==> src/rtl/psk_pulse_mod.sv <==
// Phase-coded pulse modulator: gates the DDS carrier into PRI-spaced
// pulses, inverting chips per a runtime code, with its own sync strobe.
module psk_pulse_mod #(
  parameter int DW       = 14,
  parameter int CODE_LEN = 16,
  parameter int CW       = 8,
  parameter int PW       = 16
) (
  input  logic                 clk,
  input  logic                 rst,
  input  logic                 en_i,
  input  logic                 mode_i,
  input  logic [CODE_LEN-1:0]  code_i,
  input  logic [CW-1:0]        chip_len_i,
  input  logic [PW-1:0]        pri_i,
  input  logic signed [DW-1:0] senial_i,
  output logic signed [DW-1:0] senial_mod_o,
  output logic                 tx_on_o,
  output logic                 sinc_o,
  output logic                 busy_o
);

  localparam int BW = $clog2(CODE_LEN);
  localparam logic signed [DW-1:0] SMIN = {1'b1, {(DW-1){1'b0}}};
  localparam logic signed [DW-1:0] SMAX = ~SMIN;

  typedef enum logic [1:0] {
    IDLE,
    TX,
    GAP
  } state_t;

  state_t state_q;
  state_t state_d;

  logic                en_q;
  logic                start;
  logic [CODE_LEN-1:0] code_sh;
  logic [CW-1:0]       chip_l;
  logic [CW-1:0]       chip_cnt;
  logic [PW-1:0]       pri_l;
  logic [PW-1:0]       pri_cnt;
  logic                mode_l;
  logic [BW-1:0]       bit_idx;

  logic pri_wrap;
  logic chip_wrap;
  logic last_chip;

  assign pri_wrap  = pri_cnt == pri_l - PW'(1);
  assign chip_wrap = chip_cnt == chip_l - CW'(1);
  assign last_chip = bit_idx == BW'(CODE_LEN - 1);

  always_comb begin
    state_d = state_q;
    start   = 1'b0;
    case (state_q)
      IDLE: begin
        if (en_q) begin
          state_d = TX;
          start   = 1'b1;
        end
      end
      TX, GAP: begin
        if (pri_wrap) begin
          if (en_q) begin
            state_d = TX;
            start   = 1'b1;
          end else begin
            state_d = IDLE;
          end
        end else if (state_q == TX && chip_wrap && last_chip) begin
          state_d = GAP;
        end
      end
      default: state_d = IDLE;
    endcase
  end

  always_ff @(posedge clk or negedge rst) begin
    if (!rst) begin
      state_q <= IDLE;
      en_q    <= 1'b0;
    end else begin
      state_q <= state_d;
      en_q    <= en_i;
    end
  end

  // Code is held as a shift register so the active chip is always the MSB.
  always_ff @(posedge clk or negedge rst) begin
    if (!rst) begin
      code_sh  <= '0;
      chip_l   <= '0;
      pri_l    <= '0;
      mode_l   <= 1'b0;
      pri_cnt  <= '0;
      chip_cnt <= '0;
      bit_idx  <= '0;
    end else if (start) begin
      code_sh  <= code_i;
      chip_l   <= (chip_len_i == '0) ? CW'(1) : chip_len_i;
      pri_l    <= (pri_i == '0) ? PW'(1) : pri_i;
      mode_l   <= mode_i;
      pri_cnt  <= '0;
      chip_cnt <= '0;
      bit_idx  <= '0;
    end else if (state_q != IDLE) begin
      pri_cnt <= pri_cnt + PW'(1);
      if (state_q == TX) begin
        if (chip_wrap) begin
          chip_cnt <= '0;
          bit_idx  <= bit_idx + BW'(1);
          code_sh  <= code_sh << 1;
        end else begin
          chip_cnt <= chip_cnt + CW'(1);
        end
      end
    end
  end

  logic                 tx;
  logic                 inv;
  logic signed [DW-1:0] neg_sat;

  assign tx      = state_q == TX;
  assign inv     = ~mode_l & code_sh[CODE_LEN-1];
  assign neg_sat = (senial_i == SMIN) ? SMAX : -senial_i;

  always_ff @(posedge clk or negedge rst) begin
    if (!rst) begin
      senial_mod_o <= '0;
      tx_on_o      <= 1'b0;
      sinc_o       <= 1'b0;
    end else begin
      senial_mod_o <= tx ? (inv ? neg_sat : senial_i) : '0;
      tx_on_o      <= tx;
      sinc_o       <= tx && (pri_cnt == '0);
    end
  end

  assign busy_o = state_q != IDLE;

endmodule

==> config.mk <==
export PLATFORM = sky130hd
export DESIGN_NAME = psk_pulse_mod
export DESIGN_NICKNAME = d
export VERILOG_FILES = /design/src/rtl/psk_pulse_mod.sv
export SDC_FILE = /design/constraint.sdc
export NUM_CORES = 1
export LEC_CHECK = 0
export ABC_AREA = 0
export CORE_MARGIN = 5
export CORE_UTILIZATION = 55
export DETAILED_ROUTE_END_ITERATION = 7
export GPL_TIMING_DRIVEN = 1
export HOLD_SLACK_MARGIN = 0.02
export PLACE_DENSITY = 0.85
export SLEW_MARGIN = 20
export SYNTH_ARGS = -nofsm -noshare
export SYNTH_HDL_FRONTEND = slang
export SYNTH_SLANG_ARGS = --single-unit
export TNS_END_PERCENT = 20
==> constraint.sdc <==
create_clock -name clk -period 9.6 [get_ports clk]
set_input_delay 1.92 -clock clk [delete_from_list [all_inputs] [get_ports clk]]
set_output_delay 1.92 -clock clk [all_outputs]
set_load 0.005 [all_outputs]
==> run metrics <==
Initial Util=55.6%; Placed Area=5840 sq um; number of global-route vias before repair=3968; XOR/XNOR share of the synthesized area=9.78%; GRT met1 Usage=25.9%; Die X=106 um; initial antenna violation count=0; Global Route met3 Usage=4.31%; vias after detailed routing=3942; count of pins over their slew limit=0; Synth Area in Simple Gates=17.2%; Setup Crit Path Kind=in2reg; Die ar.=11200 sq um; fin crit period=4380 ps; remaining antenna violation count=0; clk root buf=clkbuf_8; num ports=75; drt total wl=11000 um; share of layout cells above drive strength 1=14.1%; 1st-iter DRT viols=214; Setup Skew=8.86 ps; status=completed; Yosys reg bits=88; register area share after synthesis=43.5%; largest family of logic cells by synthesized area=simple AND/OR/NAND/NOR gates; # DRC=0; setup bufs post-CTS=0; Peak VDD IR=0.131 mV; EDFF count, synth=0; Worst-Margin Slew=787 ps; Syn Std Cell Area=5070 sq um; first-pass GRT wire length=18400 um; clk buf depth=2; routed vias/inst=5.87; CP Capture Type=flip-flop; CTS Buf Count=9; top_reg_cell synth=dfrtp_1; Lkg Pwr=0.00257 uW; Post-Synthesis Cells=488; RSZ-0062 raised after global routing=false; DR WL/cell=16.4 um; crit share post-route=45.7%; final hold violation count=0; drt first pass iters=4; nets=623; GR Overflow Total=0; Finished Cell Area=6090 sq um; Net Count, Synth=556; Tot GR Track Use=20.1%; worst endpoint required time=9850 ps; CTS Hold Bufs=0; compound-gate portion of the synthesized area=11.8%; Arrival @ worst endpoint=4630 ps; CTS tree=done; grt peak-use layer=met2; GP Congestion=0.921; Worst-Skew Late Latency=360 ps; clock slew at reported path FFs=90 ps; clock sinks=88; worst hold margin=511 ps; Die Ht=106 um; largest net degree at the start of global routing=70; syn avg cell area=10.4 sq um; Power Density=271 nW/um^2; antenna cell count=0; setup_tns=0 ps; PostCTS Resize Cnt=0; Async SR Flop Fraction=100%; Port Buf Inserts=74; Max-cap violations=0; Max FO, Critical Path=13; Final setup viols=0; Yosys cell types=61; FMAX=228 MHz; CTS H-Tree Depth=3; hpwl dp=7980 um; startpoint types=input pin; Fill cells=713; post-synthesis adder-cell area fraction=2.47%; Row Count=35; synth warn=0; Layout area overhead=20.1%; GR Util met2=33.6%; Slew HR=47.5%; core area=9110 sq um; post-synthesis mux area share=11.1%; Worst Hold Class=reg2reg
## state kept, by name, indices dropped and copies added, names as in the netlist, 2 cells and up
name	count
pri_cnt	16
bit_idx	4
chip_l	8
senial_mod_o	14
pri_l	16
chip_cnt	8
state_q	2
code_sh	16
## critical path, cell delays in order
cell and delay, ps:
clkdlybuf4s50_1 460, or4_1 580, nor3_1 260, nand2b_1 110, or4_1 450, or4_1 600
and3_1 240
## cell usage after synthesis, drive strengths merged (3+ instances only)
master	n	area share, %
o22ai	4	0.49
nor3	8	0.79
clkbuf	8	0.59
nand2	21	1.6
inv	26	1.9
a21oi	8	0.79
a21boi	12	1.8
or4	13	2.1
and3	15	1.9
nor4	11	1.8
o41ai	4	0.69
o31ai	6	0.89
mux2	48	11
xor2	24	4.1
a22o	6	1.0
nand4	6	0.86
buf	12	1.7
nand3	13	1.3
nand2b	6	0.74
a31oi	3	0.37
o21ai	27	2.9
nor2	37	2.9
nor2b	10	1.2
dfrtp	88	43
ha	10	2.5
xnor2	30	5.2
## path summary, 6_finish.rpt
| path | cells past startpoint | end | from | slack, ps |
|---|---|---|---|---|
| min in group asynchronous | 1 | chip_l[4] | rst | 1450 |
| worst max register to register | 11 | code_sh[2] | pri_l[0] | 5660 |
| worst min register to register | 1 | code_sh[13] | code_sh[13] | 510 |
| max in group asynchronous | 2 | code_sh[14] | rst | 7060 |
| worst max-delay path | 7 | senial_mod_o[13] | senial_i[5] | 5220 |
| worst min-delay path | 1 | code_sh[13] | code_sh[13] | 510 |
## kinds of logic after synthesis
logic type / Yosys count
AND/OR/NAND/NOR: 153
flip-flops: 88
AO/OA/AOI/OAI: 86
XOR/XNOR: 55
multiplexers: 50
buffers and inverters: 46
adder cells (fa/ha/maj): 10
## per-stage QoR
stage               total power [uW]  utilization, %  setup WS (ps)  cells
floorplan                       1130               -           5580    488
CTS                             1660            66.8           5230    671
finish                          1650            66.8           5220    671
detailed placement              1340            64.1           4850    655
global route                    1760            66.8           5080    671
global placement                1300            64.1           4980    655
## layout make-up
| class | instances | area, sq um | area share [%] |
|---|---|---|---|
| Multi-Input combinational cell | 354 | 2650 | 43.6 |
| Sequential cell | 88 | 2200 | 36.2 |
| Timing Repair Buffer | 76 | 753 | 12.4 |
| Tap cell | 111 | 139 | 2.28 |
| Clock buffer | 9 | 124 | 2.04 |
| Clock inverter | 7 | 119 | 1.95 |
| Inverter | 26 | 97.6 | 1.60 |
## cell usage in the layout, fill, tap and decap left out, types with 3 or more instances in the layout
cell / synthesis / layout
a21oi_1: 8 / 8
bufinv_16: 0 / 3
nor3_1: 8 / 8
or4_1: 11 / 11
xnor2_1: 30 / 30
o31ai_1: 6 / 6
xor2_1: 24 / 24
nor2b_1: 10 / 10
dfrtp_1: 88 / 88
a21boi_0: 12 / 12
buf_4: 5 / 3
nand2_1: 21 / 21
inv_1: 26 / 26
o22ai_1: 4 / 4
nand2b_1: 6 / 6
nor2_1: 36 / 36
ha_1: 10 / 10
clkdlybuf4s50_1: 0 / 73
nand4_1: 5 / 5
mux2_2: 47 / 47
nand3_1: 13 / 13
o41ai_1: 4 / 4
a22o_1: 6 / 6
clkbuf_8: 0 / 9
a31oi_1: 3 / 3
and3_1: 15 / 15
nor4_1: 9 / 9
o21ai_0: 26 / 26
## routing by layer
layer  vias up  part of all wire (%)
met2       114                    49
li1       1886                     -
met3        17                   5.3
met4         0                   1.6
met1      1925                    44
met5         -                     0
## where the power goes
group / total (uW) / switching (uW) / internal, uW
clock: 309 / 136 / 173
sequential: 641 / 133 / 508
combinational: 698 / 321 / 377
total: 1650 / 590 / 1060
(Power assumes the default switching activity.)
